## src/rtl/eu_rd_arbiter_pkg.sv

```systemverilog
// Shared types and helpers for the EU read-port arbiter.
// Provides the default requester count (overridable with `EU_RD_ARB_NUM_REQ).
`ifndef EU_RD_ARB_NUM_REQ
`define EU_RD_ARB_NUM_REQ 4
`endif

package eu_rd_arbiter_pkg;

    typedef enum logic {ARB_IDLE, ARB_ISSUE} type_eu_rd_arb_state;

    localparam int EXEC_UNIT_ADDR_W = 16;
    localparam int EXEC_UNIT_DATA_W = 32;

    typedef logic [EXEC_UNIT_ADDR_W-1:0] type_exec_unit_addr;
    typedef logic [EXEC_UNIT_DATA_W-1:0] type_exec_unit_data;

    localparam int EU_RD_ARB_NUM_REQ_DFLT = `EU_RD_ARB_NUM_REQ;

    localparam int STAT_W = 32;

    function automatic logic [STAT_W-1:0] sat_inc(input logic [STAT_W-1:0] v);
        return (&v) ? v : v + 1'b1;
    endfunction

endpackage

```

## src/rtl/eu_rd_arbiter_rr_pick.sv

```systemverilog
// Combinational round-robin picker: first eligible (req & ~mask) index
// at or after ptr, wrapping modulo NUM_REQ.
module eu_rd_arbiter_rr_pick #(
    parameter int NUM_REQ = 4
) (
    input  logic [NUM_REQ-1:0]         i_req,
    input  logic [NUM_REQ-1:0]         i_mask,
    input  logic [$clog2(NUM_REQ)-1:0] i_ptr,
    output logic                       o_found,
    output logic [$clog2(NUM_REQ)-1:0] o_idx
);

    localparam int IW = $clog2(NUM_REQ);

    logic [NUM_REQ-1:0] w_elig;

    assign w_elig = i_req & ~i_mask;

    // Walk from the farthest candidate back to ptr so the nearest one wins.
    always_comb begin
        o_found = 1'b0;
        o_idx   = '0;
        for (int k = NUM_REQ - 1; k >= 0; k--) begin
            if (w_elig[IW'((int'(i_ptr) + k) % NUM_REQ)]) begin
                o_found = 1'b1;
                o_idx   = IW'((int'(i_ptr) + k) % NUM_REQ);
            end
        end
    end

endmodule

```

## src/rtl/eu_rd_arbiter.sv

```systemverilog
// Round-robin arbiter sharing one EU interconnect read port between NUM_REQ requesters,
// with a retry cap. `EU_RD_ARB_STATS_EN adds saturating grant/retry/release counters.
//
//  state     | meaning
//  ARB_IDLE  | no owner; pick a winner from rr_ptr, grant it next cycle
//  ARB_ISSUE | owner drives the EU read; success, retry cap or cancel ends it
module eu_rd_arbiter
    import eu_rd_arbiter_pkg::*;
#(
    parameter int NUM_REQ   = EU_RD_ARB_NUM_REQ_DFLT,
    parameter int MAX_RETRY = 8
) (
    input  logic               clk,
    input  logic               reset_n,
    input  logic [NUM_REQ-1:0] req_valid_i,
    input  type_exec_unit_addr req_addr_i [NUM_REQ],
    output logic [NUM_REQ-1:0] grant_o,
    output type_exec_unit_data rdata_o,
    output logic [NUM_REQ-1:0] rsuccess_o,
    output type_exec_unit_addr eu_raddr_o,
    output logic               eu_rvalid_o,
    input  type_exec_unit_data eu_rdata_i,
    input  logic               eu_rsuccess_i
`ifdef EU_RD_ARB_STATS_EN
    ,
    output logic [STAT_W-1:0]  stat_grants_o,
    output logic [STAT_W-1:0]  stat_retries_o,
    output logic [STAT_W-1:0]  stat_releases_o
`endif
);

    localparam int              IW         = $clog2(NUM_REQ);
    localparam int              CW         = $clog2(MAX_RETRY + 1);
    localparam logic [CW-1:0]   RETRY_LAST = CW'(MAX_RETRY - 1);
    localparam logic [IW-1:0]   IDX_LAST   = IW'(NUM_REQ - 1);

    type_eu_rd_arb_state r_state;
    logic [NUM_REQ-1:0]  r_grant;
    logic [IW-1:0]       r_owner;
    logic [IW-1:0]       r_rr_ptr;
    type_exec_unit_addr  r_addr;
    logic [CW-1:0]       r_retry_cnt;

    logic          w_issue;
    logic          w_owner_req;
    logic          w_success;
    logic          w_fail;
    logic          w_release;
    logic          w_pick_found;
    logic [IW-1:0] w_pick_idx;
    logic [IW-1:0] w_pick_ptr;
    logic [IW-1:0] w_owner_next;

    assign w_issue      = (r_state == ARB_ISSUE);
    assign w_owner_req  = req_valid_i[r_owner];
    // Gating with reset_n keeps a read issued during reset from reporting success.
    assign eu_rvalid_o  = w_issue & w_owner_req & reset_n;
    assign w_success    = eu_rvalid_o & eu_rsuccess_i;
    assign w_fail       = eu_rvalid_o & ~eu_rsuccess_i;
    assign w_release    = w_fail & (r_retry_cnt == RETRY_LAST);
    assign w_owner_next = (r_owner == IDX_LAST) ? '0 : r_owner + 1'b1;
    assign w_pick_ptr   = w_issue ? w_owner_next : r_rr_ptr;

    assign grant_o    = r_grant;
    assign rsuccess_o = r_grant & {NUM_REQ{w_success}};
    assign eu_raddr_o = w_issue ? r_addr : '0;
    assign rdata_o    = eu_rdata_i;

    // r_grant is zero in IDLE, so masking with it only affects the back-to-back pick.
    eu_rd_arbiter_rr_pick #(
        .NUM_REQ (NUM_REQ)
    ) u_rr_pick (
        .i_req   (req_valid_i),
        .i_mask  (r_grant),
        .i_ptr   (w_pick_ptr),
        .o_found (w_pick_found),
        .o_idx   (w_pick_idx)
    );

    always_ff @(posedge clk) begin
        if (!reset_n) begin
            r_state     <= ARB_IDLE;
            r_grant     <= '0;
            r_owner     <= '0;
            r_rr_ptr    <= '0;
            r_addr      <= '0;
            r_retry_cnt <= '0;
        end else begin
            case (r_state)
                ARB_IDLE: begin
                    if (w_pick_found) begin
                        r_state <= ARB_ISSUE;
                        r_grant <= NUM_REQ'(1) << w_pick_idx;
                        r_owner <= w_pick_idx;
                        r_addr  <= req_addr_i[w_pick_idx];
                    end
                end
                ARB_ISSUE: begin
                    if (w_success) begin
                        r_rr_ptr    <= w_owner_next;
                        r_retry_cnt <= '0;
                        if (w_pick_found) begin
                            r_grant <= NUM_REQ'(1) << w_pick_idx;
                            r_owner <= w_pick_idx;
                            r_addr  <= req_addr_i[w_pick_idx];
                        end else begin
                            r_state <= ARB_IDLE;
                            r_grant <= '0;
                        end
                    end else if (!w_owner_req) begin
                        r_state     <= ARB_IDLE;
                        r_grant     <= '0;
                        r_retry_cnt <= '0;
                    end else if (w_release) begin
                        r_state     <= ARB_IDLE;
                        r_grant     <= '0;
                        r_rr_ptr    <= w_owner_next;
                        r_retry_cnt <= '0;
                    end else begin
                        r_retry_cnt <= r_retry_cnt + 1'b1;
                    end
                end
                default: begin
                    r_state <= ARB_IDLE;
                    r_grant <= '0;
                end
            endcase
        end
    end

`ifdef EU_RD_ARB_STATS_EN
    logic [STAT_W-1:0] r_stat_grants;
    logic [STAT_W-1:0] r_stat_retries;
    logic [STAT_W-1:0] r_stat_releases;

    always_ff @(posedge clk) begin
        if (!reset_n) begin
            r_stat_grants   <= '0;
            r_stat_retries  <= '0;
            r_stat_releases <= '0;
        end else begin
            if (w_success) r_stat_grants   <= sat_inc(r_stat_grants);
            if (w_fail)    r_stat_retries  <= sat_inc(r_stat_retries);
            if (w_release) r_stat_releases <= sat_inc(r_stat_releases);
        end
    end

    assign stat_grants_o   = r_stat_grants;
    assign stat_retries_o  = r_stat_retries;
    assign stat_releases_o = r_stat_releases;
`endif

    a_grant_onehot0: assert property (@(posedge clk) disable iff (!reset_n) $onehot0(grant_o));
    a_rvalid_owned:  assert property (@(posedge clk) disable iff (!reset_n) eu_rvalid_o |-> (|grant_o));
    a_rsucc_onehot0: assert property (@(posedge clk) disable iff (!reset_n) $onehot0(rsuccess_o));

endmodule

```

## config.mk

```make
export PLATFORM = sky130hd
export DESIGN_NAME = eu_rd_arbiter
export DESIGN_NICKNAME = d
export VERILOG_FILES = /design/src/rtl/eu_rd_arbiter_pkg.sv /design/src/rtl/eu_rd_arbiter_rr_pick.sv /design/src/rtl/eu_rd_arbiter.sv
export SDC_FILE = /design/constraint.sdc
export NUM_CORES = 1
export LEC_CHECK = 0
export ABC_AREA = 1
export CAP_MARGIN = 10
export CORE_MARGIN = 3
export CORE_UTILIZATION = 42
export CTS_BUF_LIST = sky130_fd_sc_hd__clkbuf_2
export DETAILED_ROUTE_END_ITERATION = 7
export PLACE_DENSITY = 0.95
export RECOVER_POWER = 100
export SETUP_SLACK_MARGIN = 0.5
export SLEW_MARGIN = 20
export SYNTH_ARGS = -nofsm -noshare
export SYNTH_HDL_FRONTEND = slang
export SYNTH_SLANG_ARGS = --single-unit
export TNS_END_PERCENT = 50
```

## constraint.sdc

```tcl
create_clock -name clk -period 5.4 [get_ports clk]
set_clock_uncertainty 0.1 [all_clocks]
set_input_delay 0.54 -clock clk [delete_from_list [all_inputs] [get_ports clk]]
set_output_delay 0.54 -clock clk [all_outputs]
set_load 0.02 [all_outputs]
```

==> metrics <==
worst slack, placed between 2 and 2.5 ns; outcome finished, final reports clean; static leakage roughly 1.8 nW; Rows 28; Starting Density between 40% and 50%; die height 85.5 um; global-route wire length before repair 11600 um; share of layout cells above drive strength 1 6.16%; Ys Warns 0; Fin. Hold Viols 0; initial antenna violation count 0; Critical Path Fanout Max 24; Cell Area, Synth about 2700 um2; 1st-iter DRT viols between 200 and 250; DP HPWL roughly 5600 um; maximum VDD drop ~0.00029 V; cell with the most instances after synthesis nand2_1; Rel. slew slack between 10% and 20%; WP data required 4.76 ns; I/O pins 160; Seq/Total Area, Yosys 21.9%; Synth-to-Final Area Change 27.7%; via count between 2000 and 3000; gr usage total 19.2%; fmax roughly 0.23 GHz; Critical Path Start Type flip-flop; core area around 6000 um2; setup_tns 0 ns; DIE WIDTH around 85 um; clk slew on worst S/H paths ~0.15 ns; clk buf depth 2; Slew @ Worst Pin about 1.2 ns; root buffer cell clkbuf_2; CTS tree yes; postcts setup bufs 0; FF+latch count, synth 29; NumNets Final between 600 and 700; Worst Hold Class reg -> reg; Syn Inst Count 449; Mapped Avg Cell Area slightly below 6 um2; # diodes 0; Buffers on Ports between 90 and 100; Slew Limit Fails 0; Initial DRT Pass Iterations 7; largest net degree at the start of global routing 37; routability cong. about 0.85; most instantiated cells after synthesis 112 x nand2_1, 78 x nand3_1, 67 x inv_1, 47 x nor2_1, 34 x buf_4; syn nets 554; final setup vio count 0; Synth area leader dfxtp_1; RSZ-0062 raised after global routing no; final worst-path cycle share 79.7%; Crit. End Element primary output; top-area cell type share of the netlist area 21.9%; crit path DAT 3.66 ns; H-Tree Depth 2; # resized after CTS 0; Setup WS post-layout approximately 1.1 ns; Main synth FF type dfxtp_1; clk_lat worst skew about 0.37 ns; drc violations 0; remaining antenna violation count 0; MaxCap Viol Count 0; Power Density roughly 560 nW/um2; async set-reset flop share out of synthesis 0%; Clock Sinks 29; Post-Route WL 7280 um; Synth area leaders dfxtp_1 22%, nand2_1 16%, nand3_1 15%; vias per cell just over 5; final critical-path required period 4.30 ns; vias in the first global route 2797; final hold slack between 0.4 and 0.5 ns; hold buffer count at cts 0; Die ar. roughly 7300 um2; WS Path Type reg -> out; Routed WL per cell between 10 and 15 um; Synth cell types 28; number of buffers created by CTS 5; grt total ovfl 0; EDFF count, synth 0
metal layers:
metal | routed length [um] | vias up | track usage (%)
li1 | - | 1469 | -
met1 | 2900 | 1322 | 23.1
met2 | 3540 | 151 | 33.1
met3 | 662 | 26 | 3.30
met4 | 170 | 0 | 9.21
met5 | 0 | - | 0
final cells by class:
type	count	area, um2
clock buffers	6	30.0
clock inverters	2	33.8
fillers	558	2640
inverters	73	282
multi-input cells	298	1410
flip-flops and latches	29	581
well taps	75	93.8
repair buffers	95	951
logic make-up (layout without fill, tap and decap cells):
logic type	count (synthesis)	after routing	synth area share [%]
buffers and inverters	122	176	24.0
AOI/OAI and AO/OA	38	38	7.79
and+or+nand+nor	258	258	45.4
DFF	29	29	21.9
adders and majority gates	2	2	0.944
flip-flops by register name, indices dropped and copies added, names as in the netlist:
register	flops
grant_o	4
r_addr	16
r_owner	2
r_retry_cnt	4
r_rr_ptr	2
r_state	1
power breakdown:
part / internal (mW) / switching, mW
logic: 0.456 / 0.925
clock network: 0.0791 / 0.0755
registers: 0.288 / 0.0656
path summary, 6_finish.rpt:
path                                  from       endpoint  slack, ns  depth (start not counted)
worst max-delay path               r_state  rsuccess_o[2]       1.10                          7
worst min-delay path            grant_o[0]     grant_o[0]       0.43                          2
worst max register to register     r_state     grant_o[3]       1.22                         14
worst min register to register  grant_o[0]     grant_o[0]       0.43                          2
stage by stage:
step                      total power, mW  utilization (%)  cells  cell area, um2
after global placement               1.70             55.5    570            3340
after floorplan                      1.54                -    449            2650
after detailed placement             1.75             55.5    570            3340
final                                1.89             56.2    578            3380
after global routing                 2.08             56.2    578            3380
after CTS                            1.91             56.5    578            3410
layout by cell type, fill, tap and decap left out, types with 3 or more instances in the layout:
cell             instances
a21oi_1                 12
clkbuf_2                 6
clkdlybuf4s50_1         70
dfxtp_1                 29
dlygate4sd3_1           25
inv_1                   67
nand2_1                115
nand2_2                  3
nand2_4                  3
nand3_1                 78
nand3_2                  9
nor2_1                  48
o21ai_0                 20
worst max-delay path, stage by stage (launching register included):
cell and delay [ns]:
dfxtp_1 0.94, clkinvlp_2 0.69, nor2_1 0.37, nand2_1 0.13
nor2_1 0.23, inv_1 0.15, nor2_1 0.11, dlygate4sd3_1 0.68
Note: power is estimated with default switching activity, not from simulation.
